**src/rtl/serial_nibble_ctrl_if.sv**
```systemverilog
// Request/result bundle for serial_nibble_ctrl.
// Handshake: the master raises start with modo/A/B valid; the request is taken
// only on an enabled edge while the controller is idle (busy=0, done=0).
// busy is high for the whole serial run, and done is high for exactly the
// cycle in which Q/RCO first show the new result (longer only if enb stalls it).
// A start seen while busy or done is dropped, and the master must re-assert it.
interface serial_nibble_ctrl_if #(
  parameter int NIBBLES = 4
);
  localparam int W = 4 * NIBBLES;

  logic         start;
  logic [1:0]   modo;
  logic [W-1:0] A;
  logic [W-1:0] B;
  logic         busy;
  logic         done;
  logic [W-1:0] Q;
  logic         RCO;

  modport master (output start, modo, A, B, input busy, done, Q, RCO);
  modport slave  (input start, modo, A, B, output busy, done, Q, RCO);
endinterface

```
**src/rtl/serial_nibble_ctrl.sv**
```systemverilog
// Wide unsigned add/sub built from one 4-bit slice stepped over the nibbles,
// LSB first, with carry/borrow chained between cycles. The slice result is
// collected in a private partial register, and Q/RCO are only updated when the
// last nibble completes, so no intermediate value is ever visible.
module serial_nibble_ctrl #(
  parameter int NIBBLES = 4
) (
  input  logic                  clk,
  input  logic                  reset,
  input  logic                  enb,
  serial_nibble_ctrl_if.slave   bus,
  output logic [1:0]            state_o
);
  localparam int W  = 4 * NIBBLES;
  localparam int IW = (NIBBLES > 1) ? $clog2(NIBBLES) : 1;
  localparam logic [IW-1:0] LAST_IDX = IW'(NIBBLES - 1);

  localparam logic [1:0] MODO_ADD = 2'b01;
  localparam logic [1:0] MODO_SUB = 2'b10;
  localparam logic [1:0] MODO_CLR = 2'b11;

  typedef enum logic [1:0] {
    S_IDLE = 2'd0,
    S_RUN  = 2'd1,
    S_DONE = 2'd2
  } state_t;

  state_t        state_q, state_d;
  logic [IW-1:0] idx_q, idx_d;
  logic          chain_q, chain_d;
  logic          sub_q, sub_d;
  logic [W-1:0]  a_q, a_d;
  logic [W-1:0]  b_q, b_d;
  logic [W-1:0]  part_q, part_d;
  logic [W-1:0]  q_q, q_d;
  logic          rco_q, rco_d;

  logic [3:0]    a_nib;
  logic [3:0]    b_nib;
  logic [4:0]    res5;

  // Nibble slice: select the current operand nibbles and run one add or sub
  always_comb begin
    a_nib = '0;
    b_nib = '0;
    for (int i = 0; i < NIBBLES; i++) begin
      if (idx_q == IW'(i)) begin
        a_nib = a_q[4*i +: 4];
        b_nib = b_q[4*i +: 4];
      end
    end
    // In the 5-bit subtraction, bit 4 goes to 1 exactly when A[i] < B[i]+chain,
    // which gives the borrow.
    if (sub_q) begin
      res5 = {1'b0, a_nib} - {1'b0, b_nib} - {4'b0, chain_q};
    end else begin
      res5 = {1'b0, a_nib} + {1'b0, b_nib} + {4'b0, chain_q};
    end
  end

  // Next-state and datapath updates; nothing moves when enb is low
  always_comb begin
    state_d = state_q;
    idx_d   = idx_q;
    chain_d = chain_q;
    sub_d   = sub_q;
    a_d     = a_q;
    b_d     = b_q;
    part_d  = part_q;
    q_d     = q_q;
    rco_d   = rco_q;
    if (enb) begin
      case (state_q)
        S_IDLE: begin
          if (bus.start) begin
            if (bus.modo == MODO_ADD || bus.modo == MODO_SUB) begin
              a_d     = bus.A;
              b_d     = bus.B;
              sub_d   = (bus.modo == MODO_SUB);
              idx_d   = '0;
              chain_d = 1'b0;
              state_d = S_RUN;
            end else if (bus.modo == MODO_CLR) begin
              q_d     = '0;
              rco_d   = 1'b0;
              state_d = S_DONE;
            end
          end
        end
        S_RUN: begin
          chain_d = res5[4];
          for (int i = 0; i < NIBBLES; i++) begin
            if (idx_q == IW'(i)) begin
              part_d[4*i +: 4] = res5[3:0];
            end
          end
          if (idx_q == LAST_IDX) begin
            q_d     = part_d;
            rco_d   = res5[4];
            state_d = S_DONE;
          end else begin
            idx_d = idx_q + 1'b1;
          end
        end
        S_DONE: begin
          state_d = S_IDLE;
        end
        default: begin
          state_d = S_IDLE;
        end
      endcase
    end
  end

  // State and datapath registers; reset wins over enb and aborts any run
  always_ff @(posedge clk) begin
    if (reset) begin
      state_q <= S_IDLE;
      idx_q   <= '0;
      chain_q <= 1'b0;
      sub_q   <= 1'b0;
      a_q     <= '0;
      b_q     <= '0;
      part_q  <= '0;
      q_q     <= '0;
      rco_q   <= 1'b0;
    end else begin
      state_q <= state_d;
      idx_q   <= idx_d;
      chain_q <= chain_d;
      sub_q   <= sub_d;
      a_q     <= a_d;
      b_q     <= b_d;
      part_q  <= part_d;
      q_q     <= q_d;
      rco_q   <= rco_d;
    end
  end

  assign bus.busy = (state_q == S_RUN);
  assign bus.done = (state_q == S_DONE);
  assign bus.Q    = q_q;
  assign bus.RCO  = rco_q;
  assign state_o  = state_q;
endmodule

```
**src/flat_wrapper.sv**
```systemverilog
// flat-port wrapper written by rule: the top's interface ports become plain ports
module serial_nibble_ctrl_flat 
#(
  parameter int NIBBLES = 4
)
  (clk, reset, enb, state_o, bus_start, bus_modo, bus_A, bus_B, bus_busy, bus_done, bus_Q, bus_RCO);
  serial_nibble_ctrl_if #(.NIBBLES(NIBBLES)) bus_i ();
  input  logic clk;
  input  logic reset;
  input  logic enb;
  output logic [1:0] state_o;
  input wire logic [$bits(bus_i.start)-1:0] bus_start;
  input wire logic [$bits(bus_i.modo)-1:0] bus_modo;
  input wire logic [$bits(bus_i.A)-1:0] bus_A;
  input wire logic [$bits(bus_i.B)-1:0] bus_B;
  output wire logic [$bits(bus_i.busy)-1:0] bus_busy;
  output wire logic [$bits(bus_i.done)-1:0] bus_done;
  output wire logic [$bits(bus_i.Q)-1:0] bus_Q;
  output wire logic [$bits(bus_i.RCO)-1:0] bus_RCO;
  assign bus_i.start = bus_start;
  assign bus_i.modo = bus_modo;
  assign bus_i.A = bus_A;
  assign bus_i.B = bus_B;
  assign bus_busy = bus_i.busy;
  assign bus_done = bus_i.done;
  assign bus_Q = bus_i.Q;
  assign bus_RCO = bus_i.RCO;
  serial_nibble_ctrl #(.NIBBLES(NIBBLES)) u_core (.clk(clk), .reset(reset), .enb(enb), .bus(bus_i), .state_o(state_o));
endmodule
```
**config.mk**
```make
export PLATFORM = sky130hd
export DESIGN_NAME = serial_nibble_ctrl_flat
export DESIGN_NICKNAME = d
export VERILOG_FILES = /design/src/rtl/serial_nibble_ctrl_if.sv /design/src/rtl/serial_nibble_ctrl.sv /design/src/flat_wrapper.sv
export SDC_FILE = /design/constraint.sdc
export NUM_CORES = 1
export LEC_CHECK = 0
export ABC_CLOCK_PERIOD_IN_PS = 3000
export BUFFER_PORTS_ARGS = -buffer_cell sky130_fd_sc_hd__buf_4
export CORE_MARGIN = 2
export CORE_UTILIZATION = 50
export CTS_CLUSTER_DIAMETER = 30
export DETAILED_ROUTE_END_ITERATION = 10
export PLACE_DENSITY = 0.77
export SLEW_MARGIN = 20
export SYNTH_ARGS = -nofsm -noshare
export SYNTH_HDL_FRONTEND = slang
export SYNTH_SLANG_ARGS = --single-unit
```
**constraint.sdc**
```tcl
create_clock -name clk -period 3 [get_ports clk]
set_clock_uncertainty 0.2 [all_clocks]
set_input_delay 0.15 -clock clk [delete_from_list [all_inputs] [get_ports clk]]
set_output_delay 0.15 -clock clk [all_outputs]
set_load 0.005 [all_outputs]
```
==> results_dict.tcl <==
set metrics [dict create \
    initial_utilization_pct 52.21 \
    crit_arrival_ns 3.05 \
    routed_via_density 5.474 \
    async_reset_ff_share_pct 0 \
    worstPathCellList "inv_2 -> ha_4 -> buf_2 -> nand2_1 -> a21oi_2 -> a21oi_2 -> o21ai_2 -> fa_2 -> fa_1 -> nor2_1 -> a21oi_2 -> xnor2_2 -> a21oi_1 -> a22o_1" \
    grt_max_degree 69 \
    p_clk_share_pct 37.6 \
    p_switching_mw 0.4794 \
    finalHoldViolations 0 \
    root_buffer "clkbuf_8" \
    path_class "reg -> reg" \
    hold_class "in -> reg" \
    netSwitchingFraction_pct 24.67 \
    p_int_mw 1.463 \
    status "finished with violations" \
    drt_iter0_drc 197 \
    yosysWarnings 0 \
    synthFlopType "dfxtp_1" \
    fin_ws_ns -0.02082 \
    clock_latency_ns 0.35 \
    overflow 0 \
    leakagePower_nw 1.801 \
    met1_length_mm 3.567 \
    min_period_over_period_pct 100.7 \
    cts.sinks 67 \
    cpPeakStageDelay_ns 0.39 \
    final_util_pct 72.22 \
    grt_usage_pct 24.22 \
    die_width_um 85.67 \
    wirelength_mm 8.641 \
    fmax_ghz 0.3310 \
    layout_commonest_cell "nand2_1" \
    layout-drive-gt1-share_pct 25.38 \
    worstMarginPinSlew_ns 0.6773 \
    synth_edf_count 0 \
    wl_met2_mm 4.543 \
    setup_violations 7 \
    antenna_found_initial 0 \
    drcViolationCount 0 \
    cts_buffers 9 \
    met3_length_um 406 \
    share_seq_of_total_power_pct 47.9 \
    ant_nets 0 \
    crit_path_end_kind "flip-flop" \
    nNetsFinal 570 \
    ys_seq_area_share_pct 40.23 \
    slowest_stage "fa_1" \
    via_count 3268 \
    tns_ns -0.07019 \
    violations "setup timing" \
    synth.largest_area_cell "dfxtp_1" \
    grt_pass1_vias 3148 \
    yosys_register_bits 67 \
    rows 29 \
    yosysTopAreaCellShare_pct 40.23 \
    cp_common_cell "a21oi_2" \
    worst-path-max-fanout 7 \
    clk_path_buf_depth 2 \
    fin_area_mm2 0.004612 \
    layout_common_cells "nand2_1 (84), buf_4 (82), a21oi_1 (66)" \
    clkTransAtPathRegs_ns 0.07 \
    peakVddDrop_uv 324.9 \
    num-fill-cells 485 \
    drv_slew 0 \
    ys_types 40 \
    p_comb_share_pct 14.5 \
    dp.final_hpwl_mm 5.539 \
    first_pass_iters 4 \
    hold_slack_ns 0.04069 \
    cts.htree.levels 3 \
    rsz0062_at_grt "true" \
    top_layer_used "met4" \
    fin_crit_ns 3.021 \
    power_mw 1.943 \
    post_drt_wl_per_cell_um 14.47 \
    avgSynthCellArea_um2 7.902 \
    maxCapViolCount 0 \
    placed_cell_area_mm2 0.003908 \
    diodes 0 \
    syn_area_mm2 0.003334 \
    crit_path_start_kind "flip-flop" \
    slew_headroom_pct 54.85 \
    required_ns 3.03 \
    synth.area.top_cells "dfxtp_1 (40%), a21oi_1 (11%), nand2_1 (9.5%), ha_1 (4.9%), nor2_1 (4.3%)" \
    cts_tree "yes" \
    num_io_pins 59 \
    syn_inst 422 \
    grt_pass1_wl_mm 14.23 \
    power_density_mw_per_mm2 421.3 \
    gp_congestion 0.8953 \
    core_area_mm2 0.006386 \
    io_buffers 58 \
    synthToLayoutAreaGrowth_pct 38.31 \
    dieArea_mm2 0.007338 \
    die_h_um 85.67 \
    synth_nets 477 \
]
cells in the mapped netlist, drive strengths merged, types with 2 or more instances:
master  instances
clkbuf         16
nand3b         11
nand3           3
o21ai           7
nor3            2
and2            5
a22o            3
inv            10
mux2i           5
a21o            6
nor3b           4
dfxtp          67
a211oi         18
nor2b           8
buf            18
nor2           38
fa              4
a211o           2
a21oi          72
ha             13
o22ai           6
and3b           2
nand2b          3
xnor2           2
or2             2
nand2          85
kinds of logic (layout without fill, tap and decap cells):
family / count (synthesis) / in the layout / synth area share (%)
xor gates and xnor gates: 2 / 2 / 0.5254
AOI/OAI and AO/OA: 122 / 122 / 22.48
and+or+nand+nor: 164 / 164 / 22.14
DFF: 67 / 67 / 40.23
muxes: 6 / 6 / 1.839
adders and majority gates: 17 / 17 / 7.280
buffers and inverters: 44 / 142 / 5.516
worst paths after layout:
kind / start / to / slack (ns) / cells after the start
worst min register to register: u_core.bus.Q[15] / u_core.bus.Q[15] / 0.26 / 2
worst min-delay path: bus_modo[1] / u_core.sub_q / 0.04 / 4
worst max register to register: u_core.idx_q[1] / u_core.bus.Q[6] / -0.02 / 14
worst max-delay path: u_core.idx_q[1] / u_core.bus.Q[6] / -0.02 / 14
state kept, by name (all words and copies together), names as in the netlist:
signal / count
u_core.a_q: 16
u_core.b_q: 16
u_core.bus.Q: 16
u_core.bus.RCO: 1
u_core.chain_q: 1
u_core.idx_q: 2
u_core.part_q: 12
u_core.state_o: 2
u_core.sub_q: 1
metrics by stage:
step	setup WS, ns	std cells
2_1_floorplan	-0.02818	422
3_3_place_gp	-0.04809	544
3_5_place_dp	-0.1131	544
4_1_cts	0.01864	594
5_1_grt	-0.1945	597
6_report	-0.02082	597
worst max-delay path, delay by kind of cell, from the launching register on:
kind | cells | cell delay [ns]
DFF | 1 | 0.35
buffers and inverters | 2 | 0.21
and+or+nand+nor | 2 | 0.24
AOI/OAI and AO/OA | 6 | 0.68
adders and majority gates | 3 | 0.95
xor gates and xnor gates | 1 | 0.29
area by class of cell:
| cell class | instances | area [µm²] | share of cell area [%] |
|---|---|---|---|
| Clock inverter | 2 | 35.03 | 0.7596 |
| Sequential cell | 67 | 1346 | 29.19 |
| Clock buffer | 14 | 152.6 | 3.310 |
| Timing Repair Buffer | 116 | 950.9 | 20.62 |
| Multi-Input combinational cell | 311 | 1988 | 43.11 |
| Inverter | 10 | 42.54 | 0.9224 |
| Tap cell | 77 | 96.34 | 2.089 |
what timing repair did:
action,in CTS,in global routing
endpoints found under the hold margin,34,0
buffers inserted,1,3
hold buffers,33,0
gates resized for setup,10,24
setup endpoints to repair,19,20
pin swaps,4,22
per-layer routing:
| metal | track usage, % | vias up |
|---|---|---|
| met3 | 5.679 | 14 |
| met2 | 43.39 | 105 |
| met1 | 28.57 | 1526 |
| met4 | 7.648 | 0 |
| met5 | 0 | - |
| li1 | - | 1623 |
power groups by stage:
stage	clock network, mW	logic [mW]	registers (mW)
2_1_floorplan	0	0.147	0.941
3_3_place_gp	0	0.216	0.950
3_5_place_dp	0	0.222	0.951
4_1_cts	0.738	0.264	0.931
5_1_grt	0.791	0.309	0.933
6_report	0.730	0.282	0.931
No activity file was read; power rests on OpenSTA's default activity.
